--- src/rtl/button_debounce_bank.sv ---
// button_debounce_bank: CHANNELS independent button debouncers with press/release,
// long-press (o_hold) and optional auto-repeat (o_repeat) pulses.
// Optional feature macro: BUTTON_DEBOUNCE_REPEAT_EN enables the o_repeat pulse train;
// without it o_repeat is tied to 0 and no repeat counter exists.

module button_debounce_lane #(
  parameter int CNT_W         = 10,
  parameter int HOLD_CYCLES   = 12000000,
  parameter int REPEAT_CYCLES = 2400000
) (
  input  logic clk,
  input  logic reset,
  input  logic i_btn,
  output logic o_state,
  output logic o_ondn,
  output logic o_onup,
  output logic o_hold,
  output logic o_repeat
);
  localparam int HW = $clog2(HOLD_CYCLES + 1);
  localparam logic [HW-1:0] HOLD_LAST = HW'(HOLD_CYCLES - 1);

  typedef enum logic [1:0] {S_REL = 2'd0, S_PRS = 2'd1, S_HLD = 2'd2} fsm_t;

  // Zero-length hold/repeat periods make no sense; stop elaboration on them.
  if (HOLD_CYCLES < 1 || REPEAT_CYCLES < 1) begin : g_param_chk
    $error("button_debounce_lane: HOLD_CYCLES and REPEAT_CYCLES must be >= 1");
  end

  logic             r_sync0, r_sync1;
  logic [CNT_W-1:0] r_cnt;
  logic             r_state;
  logic [HW-1:0]    r_hcnt;
  fsm_t             r_fsm, w_fsm_nxt;
  logic             w_diff, w_done, w_tgl, w_rise, w_fall;
  logic             w_hold_hit, w_hold_fire;

  assign w_diff     = r_sync1 ^ r_state;
  assign w_done     = &r_cnt;
  assign w_tgl      = w_diff & w_done;
  assign w_rise     = w_tgl & ~r_state;
  assign w_fall     = w_tgl & r_state;
  assign w_hold_hit = (r_hcnt == HOLD_LAST);
  assign o_state    = r_state;

  // Two-flop synchroniser for the asynchronous button level.
  always_ff @(posedge clk) begin
    if (reset) begin
      r_sync0 <= 1'b0;
      r_sync1 <= 1'b0;
    end else begin
      r_sync0 <= i_btn;
      r_sync1 <= r_sync0;
    end
  end

  // Stability counter: a differing level must persist until the counter is all-ones.
  always_ff @(posedge clk) begin
    if (reset) begin
      r_cnt   <= '0;
      r_state <= 1'b0;
    end else if (!w_diff) begin
      r_cnt   <= '0;
    end else if (w_done) begin
      r_cnt   <= '0;
      r_state <= ~r_state;
    end else begin
      r_cnt   <= r_cnt + 1'b1;
    end
  end

  // Hold counter: restarts on each press, counts in PRESSED, parks at the last value.
  always_ff @(posedge clk) begin
    if (reset || w_rise)
      r_hcnt <= '0;
    else if (r_fsm == S_PRS && !w_hold_hit)
      r_hcnt <= r_hcnt + HW'(1);
  end

  // FSM state register.
  always_ff @(posedge clk) begin
    if (reset) r_fsm <= S_REL;
    else       r_fsm <= w_fsm_nxt;
  end

  // FSM next state; a release always takes priority over a hold.
  always_comb begin
    w_fsm_nxt = r_fsm;
    case (r_fsm)
      S_REL:   if (w_rise) w_fsm_nxt = S_PRS;
      S_PRS:   if (w_fall) w_fsm_nxt = S_REL;
               else if (w_hold_hit) w_fsm_nxt = S_HLD;
      S_HLD:   if (w_fall) w_fsm_nxt = S_REL;
      default: w_fsm_nxt = S_REL;
    endcase
  end

  // FSM output strobe: hold fires once, on the PRESSED->HELD transition only.
  always_comb begin
    w_hold_fire = (r_fsm == S_PRS) && w_hold_hit && !w_fall;
  end

  // Registered edge/hold pulses, asserted on the edge the state changes.
  always_ff @(posedge clk) begin
    if (reset) begin
      o_ondn <= 1'b0;
      o_onup <= 1'b0;
      o_hold <= 1'b0;
    end else begin
      o_ondn <= w_rise;
      o_onup <= w_fall;
      o_hold <= w_hold_fire;
    end
  end

`ifdef BUTTON_DEBOUNCE_REPEAT_EN
  localparam int RW = $clog2(REPEAT_CYCLES + 1);
  localparam logic [RW-1:0] REP_LAST = RW'(REPEAT_CYCLES - 1);

  logic [RW-1:0] r_rcnt;
  logic          w_rep_hit, w_rep_fire;

  assign w_rep_hit = (r_rcnt == REP_LAST);

  // Repeat strobe: periodic in HELD, suppressed on the release edge.
  always_comb begin
    w_rep_fire = (r_fsm == S_HLD) && w_rep_hit && !w_fall;
  end

  // Repeat counter: held at 0 outside HELD, so it starts fresh on the hold edge.
  always_ff @(posedge clk) begin
    if (reset || r_fsm != S_HLD || w_rep_hit)
      r_rcnt <= '0;
    else
      r_rcnt <= r_rcnt + RW'(1);
  end

  // Registered repeat pulse.
  always_ff @(posedge clk) begin
    if (reset) o_repeat <= 1'b0;
    else       o_repeat <= w_rep_fire;
  end
`else
  assign o_repeat = 1'b0;
`endif

endmodule

module button_debounce_bank #(
  parameter int CHANNELS      = 8,
  parameter int CNT_W         = 10,
  parameter int HOLD_CYCLES   = 12000000,
  parameter int REPEAT_CYCLES = 2400000
) (
  input  logic                clk,
  input  logic                reset,
  input  logic [CHANNELS-1:0] i_btn,
  output logic [CHANNELS-1:0] o_state,
  output logic [CHANNELS-1:0] o_ondn,
  output logic [CHANNELS-1:0] o_onup,
  output logic [CHANNELS-1:0] o_hold,
  output logic [CHANNELS-1:0] o_repeat
);

  for (genvar g = 0; g < CHANNELS; g++) begin : g_lane
    button_debounce_lane #(
      .CNT_W        (CNT_W),
      .HOLD_CYCLES  (HOLD_CYCLES),
      .REPEAT_CYCLES(REPEAT_CYCLES)
    ) u_lane (
      .clk     (clk),
      .reset   (reset),
      .i_btn   (i_btn[g]),
      .o_state (o_state[g]),
      .o_ondn  (o_ondn[g]),
      .o_onup  (o_onup[g]),
      .o_hold  (o_hold[g]),
      .o_repeat(o_repeat[g])
    );
  end

endmodule

--- config.mk ---
export PLATFORM = sky130hd
export DESIGN_NAME = button_debounce_bank
export DESIGN_NICKNAME = d
export VERILOG_FILES = /design/src/rtl/button_debounce_bank.sv
export SDC_FILE = /design/constraint.sdc
export NUM_CORES = 1
export LEC_CHECK = 0
export BUFFER_PORTS_ARGS = -buffer_cell sky130_fd_sc_hd__buf_2
export CAP_MARGIN = 20
export CORE_MARGIN = 1.5
export CORE_UTILIZATION = 52
export CTS_BUF_LIST = sky130_fd_sc_hd__clkbuf_2 sky130_fd_sc_hd__clkbuf_4 sky130_fd_sc_hd__clkbuf_8
export DETAILED_ROUTE_END_ITERATION = 10
export GPL_TIMING_DRIVEN = 1
export PLACE_DENSITY = 0.69
export REMOVE_ABC_BUFFERS = 1
export SLEW_MARGIN = 15
export SYNTH_ARGS = -nofsm -noshare
export SYNTH_HDL_FRONTEND = slang
export SYNTH_HIERARCHICAL = 1
export SYNTH_SLANG_ARGS = --single-unit
--- constraint.sdc ---
create_clock -name clk -period 2.56 [get_ports clk]
set_input_delay 0.512 -clock clk [delete_from_list [all_inputs] [get_ports clk]]
set_output_delay 0.512 -clock clk [all_outputs]
set_load 0.03 [all_outputs]
==> summary.txt <==
Clock network
  – CTS Buf Count: 56
  – TritonCTS clock tree: done
  – Clock latency on the worst-skew pair: 590 ps
  – Post-cts sizing count: 0
  – Postcts setup bufs: 0
  – Root Buffer: clkbuf_8
  – Worst-path clk slew: about 60 ps
  – H-tree levels: 2
  – Buffer depth of the longest clock path: 3
  – Sink Count: ~340
  – Hold buffer count at cts: 0

Min path
  – Hold depth: 2
  – Hold path startpoint: i_btn[7]
  – Hold Path End: g_lane[7].u_lane/r_sync0
  – HP Class: in2reg

GRT
  – GRT Resource Usage Total: 19.2%
  – Pin count of the biggest net entering global routing: 50
  – Grt ovf: 0
  – Antenna violations before repair: 0
  – Vias in the first global route: 11706
  – Global-route wire length before repair: 52000 um

Yosys
  – Ys async rst share: 0%
  – Post-synthesis sequential area ratio: 43.0%
  – Yosys cell types: 56
  – Synth Flop Type: dfxtp_1
  – Yosys reg bits: between 300 and 400
  – Top cell type's share of synthesized area: 43.0%
  – Mapped Cells: 1769
  – Ys Warns: 6
  – Leading area contributor after synthesis: dfxtp_1
  – Post-synth EDFFs: 0
  – Synthesized area: 0.0156 sq mm
  – Mean Syn Cell Area: 8.84 sq um
  – Ranking of synthesized cells by area: dfxtp_1, xor2_1, nor2_1

Drt
  – Detailed-route wire length per cell: around 13 um
  – WL final: 29900 um
  – Drt pass-1 iters: 5
  – ANT nets after route: 0
  – Vias post-DR: ~13000
  – Drc violations: 0
  – Initial DRC count: 700
  – Drt via density: 5.59

Critical path
  – Crit Path Class: reg2reg
  – Worst-case reg-to-reg path depth: 5
  – Slowest cell on crit path: a2111oi_0
  – FF-to-FF setup slack: between 400 and 500 ps
  – Endpoint class of the critical path: flip-flop
  – Required time worst endpoint: just over 3000 ps
  – Reg-to-Reg End: g_lane[7].u_lane/r_hcnt[13]
  – Critical path startpoint category: flip-flop
  – Worst Path Buf+Inv: 0
  – CP top delay family: simple AND/OR/NAND/NOR gates
  – Largest stage delay, worst path: 580 ps
  – Cell Chain, Critical Path: ha_1, and4_1, and2_1, a2111oi_0, mux2i_1
  – Worst R2R Start: g_lane[7].u_lane/r_hcnt[0]
  – Critical path arrival: 2580 ps
  – Crit Path Max Fanout: 12

Timing
  – RSZ-0062 raised after global routing: no
  – Worst slew pin tran: 864 ps
  – Tmin final: between 2000 and 2500 ps
  – Fin. Hold Viols: 0
  – Setup violators final: 0
  – Fin crit share: 80.7%
  – Setup TNS: 0 ps
  – Final slew viol count: 0
  – Peak Freq: ~480 MHz
  – Slew HR: 41.7%
  – Final clock skew: 35.3 ps

Placement
  – Port bufs: 41
  – Placed Instances: 2141
  – DP Area: between 0.015 and 0.02 sq mm
  – DP Wirelength: ~20000 um
  – GP Congestion: 0.814

Floorplan
  – Die Footprint: about 0.031 sq mm
  – DIE HEIGHT: 176 um
  – I/O pin cnt: 50
  – Initial Util: 52.8%
  – Die X: 176 um
  – Core area: 0.0296 sq mm
  – Standard-cell rows: between 60 and 70

Cells and area
  – Layout net count: 1835
  – Design area: ~0.017 sq mm
  – Antenna diode count: 0
  – # fillers: 2700
  – Area grow syn2layout: 9.24%
  – Fin cells: 2237
  – Layout cells sized above 1: between 10% and 20%
  – Final core utilization: 57.6%

Power and ir drop
  – Power density cells: 610 mW/mm^2
  – Static leakage: between 5 and 6 nW
  – VDD IR-drop max: 470 uV

Status
  – Run status: finished clean

Job
  – Max-cap violations: 0
==> final cells by class <==
| cell class | count | area (sq um) | share of cell area, % |
|---|---|---|---|
| repair buffers | 57 | 328 | 1.92 |
| clock inverters | 8 | 40.0 | 0.234 |
| clock buffers | 88 | 1120 | 6.54 |
| multi-input cells | 1332 | 8280 | 48.5 |
| inverters | 26 | 97.6 | 0.571 |
| well taps | 390 | 488 | 2.86 |
| flip-flops and latches | 336 | 6730 | 39.4 |
==> power breakdown <==
group | internal [mW] | total (mW) | switching [mW]
registers | 5.27 | 5.31 | 0.0397
clock network | 2.74 | 4.79 | 2.05
logic | 0.0889 | 0.309 | 0.220
==> cell usage after synthesis, types with 37 or more instances <==
cell type / instances
nand4_1: 81
dfxtp_1: 336
and3_1: 53
xnor2_1: 61
nand2b_1: 37
xor2_1: 90
nand2_1: 148
a21oi_1: 92
nand3_1: 93
nor2_1: 207
or4_1: 50
==> cell families after synthesis <==
kind of cell | after synthesis | share of synthesized area (%)
buffers and inverters | 101 | 4.00
adders and majority gates | 16 | 1.28
muxes | 7 | 0.448
AOI/OAI and AO/OA | 255 | 11.0
and+or+nand+nor | 895 | 31.6
xor gates and xnor gates | 151 | 8.46
other | 8 | 0.192
DFF | 336 | 43.0
==> state kept, by name (all words and copies together) (netlist names) <==
signal and cells:
g_lane.u_lane/o_onup 8, g_lane.u_lane/r_sync0 8, g_lane.u_lane/r_sync1 8, g_lane.u_lane/o_state 8
g_lane.u_lane/r_hcnt 192, g_lane.u_lane/o_hold 8, g_lane.u_lane/r_fsm 16, g_lane.u_lane/r_cnt 80
g_lane.u_lane/o_ondn 8
==> worst max-delay path by stage <==
stage                                startpoint                           to  slack, ps  cells past startpoint
finish               g_lane[7].u_lane/r_hcnt[0]  g_lane[7].u_lane/r_hcnt[13]        490                      5
floorplan           g_lane[7].u_lane/r_hcnt[19]  g_lane[7].u_lane/r_hcnt[13]        520                      4
global placement    g_lane[7].u_lane/r_hcnt[19]    g_lane[7].u_lane/r_fsm[0]        560                      5
CTS                   g_lane[3].u_lane/r_cnt[0]  g_lane[3].u_lane/r_hcnt[11]        490                      6
global route          g_lane[7].u_lane/r_cnt[3]  g_lane[7].u_lane/r_hcnt[21]        280                      4
detailed placement  g_lane[5].u_lane/r_hcnt[22]  g_lane[5].u_lane/r_hcnt[15]        510                      5
==> cell usage in the layout (no fill, tap or decap), types with 40 or more instances in the layout <==
cell | netlist | routed
dfxtp_1 | 336 | 336
nor2_1 | 207 | 207
nand2_1 | 148 | 148
nand3_1 | 93 | 93
a21oi_1 | 92 | 92
xor2_1 | 90 | 90
nand4_1 | 81 | 81
clkbuf_8 | 7 | 73
xnor2_1 | 61 | 61
and3_1 | 53 | 53
or4_1 | 50 | 50
buf_2 | 3 | 40
==> metrics by stage <==
step / setup WS (ps) / hold slack, ps / power (mW)
2_1_floorplan: 520 / 405 / 5.63
3_3_place_gp: 556 / 418 / 5.73
3_5_place_dp: 510 / 427 / 5.74
4_1_cts: 486 / 113 / 10.6
5_1_grt: 277 / 119 / 10.8
6_report: 494 / 150 / 10.4
==> metal layers <==
metal	vias to the layer above	routed length, um	track usage [%]
li1	6463	-	-
met3	46	1020	3.51
met2	158	13600	31.6
met1	5839	14600	25.3
met5	-	0	0
met4	0	633	6.36
Power figures use the tool's default switching activity.
